**src/rtl/ser_pkg.sv**
```systemverilog
// Shared types and constants for the bit serializer front end.
// States cover the optional parity cycle; PAR is only ever entered when the
// design is built with SER_PARITY_EN.
package ser_pkg;

  typedef enum logic [1:0] {
    IDLE  = 2'd0,
    SHIFT = 2'd1,
    PAR   = 2'd2
  } ser_state_e;

  // Parity sense selectors for the PAR_ODD parameter.
  localparam bit PAR_SENSE_EVEN = 1'b0;
  localparam bit PAR_SENSE_ODD  = 1'b1;

endpackage

```
**src/rtl/bit_serializer_if.sv**
```systemverilog
// Word-in / bit-out bus of the bit serializer.
// master: upstream word source plus serial-stream observer; slave: the serializer.
interface bit_serializer_if #(
  parameter int W = 8
);
  import ser_pkg::*;

  logic [W-1:0] data_in;
  logic         data_valid;
  logic         data_ready;
  logic         dout;
  logic         dout_valid;
  logic         sof;
  logic         busy;

  modport master (
    output data_in,
    output data_valid,
    input  data_ready,
    input  dout,
    input  dout_valid,
    input  sof,
    input  busy
  );

  modport slave (
    input  data_in,
    input  data_valid,
    output data_ready,
    output dout,
    output dout_valid,
    output sof,
    output busy
  );

endinterface

```
**src/rtl/bit_serializer.sv**
```systemverilog
// Parallel-to-serial front end feeding the 1101 sequence detector.
// Accepts W-bit words on valid/ready and emits one registered bit per clk.
// Back-to-back words stream without an idle gap so cross-word patterns survive.
// Optional build macro: SER_PARITY_EN adds one parity bit (sense PAR_ODD) per word.
module bit_serializer
  import ser_pkg::*;
#(
  parameter int W         = 8,
  parameter bit MSB_FIRST = 1'b1,
  parameter bit PAR_ODD   = PAR_SENSE_EVEN
) (
  input logic              clk,
  input logic              clr,
  bit_serializer_if.slave  bus
);

  localparam int             CNT_W    = $clog2(W);
  localparam logic [CNT_W-1:0] CNT_LAST = CNT_W'(W - 1);
  localparam logic [CNT_W-1:0] CNT_ZERO = {CNT_W{1'b0}};
  localparam logic [CNT_W-1:0] CNT_ONE  = CNT_W'(1);

  ser_state_e       state_r, state_s;
  logic [W-1:0]     shift_r, shift_s;
  logic [CNT_W-1:0] bit_cnt_r, bit_cnt_s;
  logic             dout_r, dout_s;
  logic             dout_valid_r, dout_valid_s;
  logic             sof_r, sof_s;
  logic             data_ready_s;
  logic             accept_s;

`ifdef SER_PARITY_EN
  logic             par_r, par_s;

  // Parity bit sent after the payload: XOR of the word, inverted for odd sense.
  function automatic logic word_parity(input logic [W-1:0] w);
    return (^w) ^ PAR_ODD;
  endfunction
`else
  logic             unused_par_odd_s;
  assign unused_par_odd_s = PAR_ODD;
`endif

  // Bit that leaves the word first given the configured bit order.
  function automatic logic first_bit(input logic [W-1:0] w);
    if (MSB_FIRST) begin
      return w[W-1];
    end else begin
      return w[0];
    end
  endfunction

  // Move the next bit to the output end; rotation keeps every register bit live.
  function automatic logic [W-1:0] shift_once(input logic [W-1:0] w);
    if (MSB_FIRST) begin
      return {w[W-2:0], w[W-1]};
    end else begin
      return {w[0], w[W-1:1]};
    end
  endfunction

  // Ready is open in IDLE and in the final serial cycle of a word.
  always_comb begin
    data_ready_s = 1'b0;
    case (state_r)
      IDLE: begin
        data_ready_s = 1'b1;
      end
      SHIFT: begin
`ifdef SER_PARITY_EN
        data_ready_s = 1'b0;
`else
        data_ready_s = (bit_cnt_r == CNT_ZERO);
`endif
      end
      PAR: begin
`ifdef SER_PARITY_EN
        data_ready_s = 1'b1;
`else
        data_ready_s = 1'b0;
`endif
      end
      default: begin
        data_ready_s = 1'b0;
      end
    endcase
  end

  assign accept_s = bus.data_valid && data_ready_s;

  // Next-state and next-output logic; idle defaults drive zeros toward the detector.
  always_comb begin
    state_s      = state_r;
    shift_s      = shift_r;
    bit_cnt_s    = bit_cnt_r;
    dout_s       = 1'b0;
    dout_valid_s = 1'b0;
    sof_s        = 1'b0;
`ifdef SER_PARITY_EN
    par_s        = par_r;
`endif
    if (accept_s) begin
      state_s      = SHIFT;
      shift_s      = bus.data_in;
      bit_cnt_s    = CNT_LAST;
      dout_s       = first_bit(bus.data_in);
      dout_valid_s = 1'b1;
      sof_s        = 1'b1;
`ifdef SER_PARITY_EN
      par_s        = word_parity(bus.data_in);
`endif
    end else begin
      case (state_r)
        IDLE: begin
          state_s = IDLE;
        end
        SHIFT: begin
          if (bit_cnt_r != CNT_ZERO) begin
            shift_s      = shift_once(shift_r);
            bit_cnt_s    = bit_cnt_r - CNT_ONE;
            dout_s       = first_bit(shift_once(shift_r));
            dout_valid_s = 1'b1;
          end else begin
`ifdef SER_PARITY_EN
            state_s      = PAR;
            dout_s       = par_r;
            dout_valid_s = 1'b1;
`else
            state_s      = IDLE;
`endif
          end
        end
        PAR: begin
          state_s = IDLE;
        end
        default: begin
          state_s = IDLE;
        end
      endcase
    end
  end

  // State and datapath registers; clr wins over any handshake in the same cycle.
  always_ff @(posedge clk) begin
    if (clr) begin
      state_r      <= IDLE;
      shift_r      <= {W{1'b0}};
      bit_cnt_r    <= CNT_ZERO;
      dout_r       <= 1'b0;
      dout_valid_r <= 1'b0;
      sof_r        <= 1'b0;
`ifdef SER_PARITY_EN
      par_r        <= 1'b0;
`endif
    end else begin
      state_r      <= state_s;
      shift_r      <= shift_s;
      bit_cnt_r    <= bit_cnt_s;
      dout_r       <= dout_s;
      dout_valid_r <= dout_valid_s;
      sof_r        <= sof_s;
`ifdef SER_PARITY_EN
      par_r        <= par_s;
`endif
    end
  end

  assign bus.data_ready = data_ready_s;
  assign bus.dout       = dout_r;
  assign bus.dout_valid = dout_valid_r;
  assign bus.sof        = sof_r;
  assign bus.busy       = (state_r != IDLE);

endmodule
```
**src/flat_wrapper.sv**
```systemverilog
// flat-port wrapper written by rule: the top's interface ports become plain ports
module bit_serializer_flat import ser_pkg::*;
#(
  parameter int W         = 8,
  parameter bit MSB_FIRST = 1'b1,
  parameter bit PAR_ODD   = PAR_SENSE_EVEN
)
  (clk, clr, bus_data_in, bus_data_valid, bus_data_ready, bus_dout, bus_dout_valid, bus_sof, bus_busy);
  bit_serializer_if #(.W(W)) bus_i ();
  input logic clk;
  input logic clr;
  input wire logic [$bits(bus_i.data_in)-1:0] bus_data_in;
  input wire logic [$bits(bus_i.data_valid)-1:0] bus_data_valid;
  output wire logic [$bits(bus_i.data_ready)-1:0] bus_data_ready;
  output wire logic [$bits(bus_i.dout)-1:0] bus_dout;
  output wire logic [$bits(bus_i.dout_valid)-1:0] bus_dout_valid;
  output wire logic [$bits(bus_i.sof)-1:0] bus_sof;
  output wire logic [$bits(bus_i.busy)-1:0] bus_busy;
  assign bus_i.data_in = bus_data_in;
  assign bus_i.data_valid = bus_data_valid;
  assign bus_data_ready = bus_i.data_ready;
  assign bus_dout = bus_i.dout;
  assign bus_dout_valid = bus_i.dout_valid;
  assign bus_sof = bus_i.sof;
  assign bus_busy = bus_i.busy;
  bit_serializer #(.W(W), .MSB_FIRST(MSB_FIRST), .PAR_ODD(PAR_ODD)) u_core (.clk(clk), .clr(clr), .bus(bus_i));
endmodule
```
**config.mk**
```make
export PLATFORM = sky130hd
export DESIGN_NAME = bit_serializer_flat
export DESIGN_NICKNAME = d
export VERILOG_FILES = /design/src/rtl/ser_pkg.sv /design/src/rtl/bit_serializer_if.sv /design/src/rtl/bit_serializer.sv /design/src/flat_wrapper.sv
export SDC_FILE = /design/constraint.sdc
export NUM_CORES = 1
export LEC_CHECK = 0
export BUFFER_PORTS_ARGS = -buffer_cell sky130_fd_sc_hd__buf_4
export CORE_ASPECT_RATIO = 2
export CORE_UTILIZATION = 26
export CTS_BUF_LIST = sky130_fd_sc_hd__clkbuf_4 sky130_fd_sc_hd__clkbuf_8
export CTS_CLUSTER_SIZE = 8
export DETAILED_ROUTE_END_ITERATION = 10
export PLACE_DENSITY_LB_ADDON = 0.25
export REMOVE_ABC_BUFFERS = 1
export SETUP_SLACK_MARGIN = 0.3
export SLEW_MARGIN = 20
export SYNTH_ARGS = -nofsm -noshare
export SYNTH_HDL_FRONTEND = slang
export SYNTH_SLANG_ARGS = --single-unit
export TNS_END_PERCENT = 10
```
**constraint.sdc**
```tcl
create_clock -name clk -period 2.35 [get_ports clk]
set_input_delay 0.705 -clock clk [delete_from_list [all_inputs] [get_ports clk]]
set_output_delay 0.705 -clock clk [all_outputs]
set_load 0.005 [all_outputs]
```
======== Word-level counts from Yosys, hierarchy flattened ========
Cells that the tools add are included.
storage, ports and cells
  register bits ........................... 15
  bits in latches ......................... 0
  memory bits (writable) .................. 0
  bits in read-only memories .............. 0
  input port bits ......................... 11
  output and inout port bits .............. 5
  logic and storage cells ................. 32
  memories kept ........................... 0
operators by class
  add/sub/neg operators ................... 1
  $mul .................................... 0
  div/mod/pow operators ................... 0
  magnitude comparators ................... 0
  equal/unequal tests ..................... 1
  shift operators ......................... 0
  muxes and demuxes ....................... 17
  bitwise operators ....................... 0
  reduce and logical (&&, ||, !) cells .... 7
operator list
  cell                                                                count
  8-bit two-way mux                                                   3
  1-bit two-way mux                                                   10
  3-bit two-way mux                                                   3
  2-bit nonzero test                                                  2
  3-bit logical NOT                                                   1
  3-bit by 2-bit != test with 1-bit output, second input constant     1
  3-bit nonzero test                                                  1
  3-bit by 1-bit subtractor with 3-bit output, second input constant  1
  2-bit logical NOT                                                   1
  1-bit case mux with 2 select lines                                  1
  2-bit AND reduction                                                 1
  1-bit logical AND                                                   1

======== Logic depth before layout (Yosys ltp) ========
  word-level depth ........................ 5
  gate-level depth with buffers ........... 9
  gate-level depth less buffers ........... 7

======== Least setup slack after synthesis ========
OpenSTA, ideal clock, no wires.
  path kind ............................... register to output
  start ................................... register u_core.bit_cnt_r[0]
  end ..................................... output bus_data_ready
  data arrival time ....................... 1.140 ns
  path slack .............................. 0.505 ns
  cell stages (with the launch flop) ...... 8
  buffers on the path ..................... 2
  cell sequence ........................... dfxtp_1 inv_1 ha_1 ha_1 nor2b_4 buf_6 inv_8 buf_12
on the way
  longest elaborated chain between the ends .. 2
ends and longest elaborated chain
  item                                RTL line               source
  start: declaration                  bit_serializer.sv:24   logic [CNT_W-1:0] bit_cnt_r, bit_cnt_s;
  start signal: assignment            bit_serializer.sv:157  bit_cnt_r <= bit_cnt_s;
  3-bit logical NOT                   bit_serializer.sv:72   data_ready_s = (bit_cnt_r == CNT_ZERO);
  1-bit case mux with 2 select lines  bit_serializer.sv:64   case (state_r)
  end: declaration                    flat_wrapper.sv:14     output wire logic [$bits(bus_i.data_ready)-1:0] bus_data_ready;
No other way between the ends.

======== Final worst setup path ========
Same ends and word-level chain as after synthesis.

==> impl_metrics.ini <==
[outcome]
outcome = completed

[die]
fp.dieW_um = 38.9
core_area_um2 = 2570
rows = 26
ioPinCount = 16
initial_core_util_pct = 27.6
dieArea_um2 = 2950
die_y_um = 75.8

[synthesis]
ys_types = 19
netlist_area_um2 = 708
seq_area_frac_synth_pct = 42.4
yosys.area.top_type = dfxtp_1
syn_avg_cell_area_um2 = 11.1
syn_inst = 64
ys_warn_count = 0
ys_ff_latch = 15
ys_top_cells_by_area = dfxtp_1 (42%), a211oi_2 (14%), mux2i_1 (11%)
synth_top_area_share_pct = 42.4

[setup_path]
cp.arrival_ns = 1.29
critical_path_class = reg2out
worst-r2r-setup-slack_ns = 0.80
worst_setup_path_end_kind = output port
r2r-start = u_core.bit_cnt_r[0]$_SDFFE_PP0P_
r2r_cells = 8
cp.required_ns = 1.64
crit_path_max_fanout = 3
critPathLaunchType = register
reg2reg_to = u_core.bit_cnt_r[0]$_SDFFE_PP0P_

[worst_hold_path]
holdPathStages = 2
worstHoldEndpoint = u_core.bit_cnt_r[0]$_SDFFE_PP0P_
hold_start = u_core.bit_cnt_r[0]$_SDFFE_PP0P_
min_path_type = reg2reg

[timing]
tightest_slew_ns = 0.243
fmax_mhz = 501
hold_viol_final = 0
period_share_pct = 84.9
timing.slew.headroom_pct = 83.7
grt_setup_unrepaired = false
setup_violations = 0
drv_slew = 0
finClkSkew_ns = 0.00224
layout_min_cycle_time_ns = 1.99
totalNegativeSetupSlack_ns = 0

[power_and_ir_drop]
swShare_pct = 25.3
p_seq_share_pct = 46.1
combPwrFrac_pct = 19.4
clockPowerShare_pct = 34.5
p_sw_mw = 0.161
power_density_nw_per_um2 = 728
ir_drop_mv = 0.259
internal_power_mw = 0.475
p_leak_nw = 0.379

[global_routing]
globalRoute.busiestLayer = met2
use_met3_pct = 1.75
use_met1_pct = 11.1
grt-ovfl-total = 0
grt_pass1_vias = 494
track_usage_pct = 9.95
antenna_found_initial = 0
gr-usage-met2_pct = 16.9
grt_pass1_wl_um = 2060
grt_max_degree = 19

[clock_tree]
holdBufCountCts = 0
cts_tree = yes
insertion_delay_ns = 0.25
clkSlewWorstSetupHoldPaths_ns = 0.06
h-tree-depth = 1
cts-root-buf = clkbuf_8
cts_buffers = 3
cts.sinks = 15
clock_path_buffers = 2

[cells_and_area]
fin_util_pct = 34.0
stdcell_area_um2 = 875
drive_above_1_share_pct = 46.9
nets = 95
antenna_cells = 0
multi_input_area_um2 = 332
area_delta_synth_final_pct = 23.5
regArea_um2 = 302
fillers = 271

[placement]
port_buffers = 15
hpwl_um = 923
placed_area_um2 = 797
gp_congestion = 0.633

[routing]
wl_per_cell_um = 12.0
firstDrtPassIters = 4
drc = 0
via_per_inst = 4.70
drtAntennaViolNets = 0
vias = 512
drt_iter0_markers = 25
finalWirelength_um = 1300

[flow_run]
maxCapViolCount = 0
-- flip-flops by register name, indices dropped and copies added, names as in the netlist --
register	flops
u_core.shift_r	8
u_core.bit_cnt_r	3
u_core.bus.dout	1
u_core.bus.dout_valid	1
u_core.bus.sof	1
u_core.state_r	1
-- Yosys cell counts --
library cell  instances
mux2i_1               8
a211oi_2              8
a21oi_2               1
ha_1                  2
buf_8                 1
buf_2                 1
nor2_1               12
nand2_1               1
nand3_2               1
buf_4                 1
inv_8                 1
nor3b_1               1
a211oi_1              3
inv_1                 3
nor3_1                2
buf_12                1
dfxtp_1              15
buf_6                 1
nor2b_4               1
-- power by group through the flow --
stage	clock, mW	sequential [mW]	combinational (mW)
after floorplan	0	0.296	0.0729
after global placement	0	0.298	0.115
after detailed placement	0	0.298	0.117
after CTS	0.231	0.293	0.123
after global routing	0.242	0.297	0.137
final	0.219	0.293	0.124
-- routing by layer --
metal / up-vias / wire (um)
met5: - / 0
met1: 240 / 510
met3: 4 / 47
li1: 254 / -
met2: 14 / 718
met4: 0 / 27
-- worst max-delay path by stage --
stage | depth (start not counted) | end | slack, ns | from
2_1_floorplan | 5 | bus_data_ready | 0.59 | u_core.bit_cnt_r[0]$_SDFFE_PP0P_
3_3_place_gp | 6 | bus_data_ready | 0.38 | u_core.bit_cnt_r[1]$_SDFFE_PP0P_
3_5_place_dp | 6 | bus_data_ready | 0.37 | u_core.bit_cnt_r[1]$_SDFFE_PP0P_
4_1_cts | 6 | bus_data_ready | 0.32 | u_core.bit_cnt_r[0]$_SDFFE_PP0P_
5_1_grt | 6 | bus_data_ready | 0.31 | u_core.bit_cnt_r[0]$_SDFFE_PP0P_
6_report | 6 | bus_data_ready | 0.36 | u_core.bit_cnt_r[0]$_SDFFE_PP0P_
-- critical path, cell delays in order (launching register included) --
cell	delay, ns
dfxtp_1	0.32
inv_2	0.04
ha_2	0.17
ha_2	0.18
nor2b_4	0.18
inv_8	0.03
buf_4	0.12
-- per-stage QoR --
step                      total power [mW]  worst slack (ns)  std cells  hold slack, ns
final                                0.636             0.355        109           0.473
after global placement               0.414             0.384        102           0.477
after global routing                 0.676             0.305        109           0.501
after floorplan                      0.369             0.589         59           0.447
after CTS                            0.648             0.319        108           0.498
after detailed placement             0.416             0.367        102           0.486
-- cell type report --
| class | count | share of cell area (%) |
|---|---|---|
| multi-input cells | 40 | 37.9 |
| inverters | 4 | 2.58 |
| flip-flops and latches | 15 | 34.5 |
| clock buffers | 4 | 5.58 |
| well taps | 28 | 4.01 |
| repair buffers | 18 | 15.5 |
-- cell families (layout without fill, tap and decap cells) --
| group | after synthesis | after routing | synth area share [%] |
|---|---|---|---|
| flops | 15 | 15 | 42.4 |
| mux | 8 | 8 | 11.3 |
| buf+inv | 9 | 26 | 11.5 |
| simple gates | 18 | 18 | 12.7 |
| compound gates | 12 | 12 | 18.6 |
| fa+ha+maj | 2 | 2 | 3.53 |
-- timing repair --
action	4_1_cts	5_1_grt
setup endpoints to repair	1	1
buffers inserted	2	1
hold endpoints to repair	0	0
gates resized for setup	2	2
-- cell usage in the layout, fill, tap and decap left out, types with 2 or more instances in the layout --
cell type  instances
ha_2               2
nor2_1            12
nor3_1             2
dfxtp_1           14
buf_4             18
inv_1              2
a211oi_1           3
a211oi_2           8
clkbuf_8           3
mux2i_1            8
No activity file was read; power rests on OpenSTA's default activity.
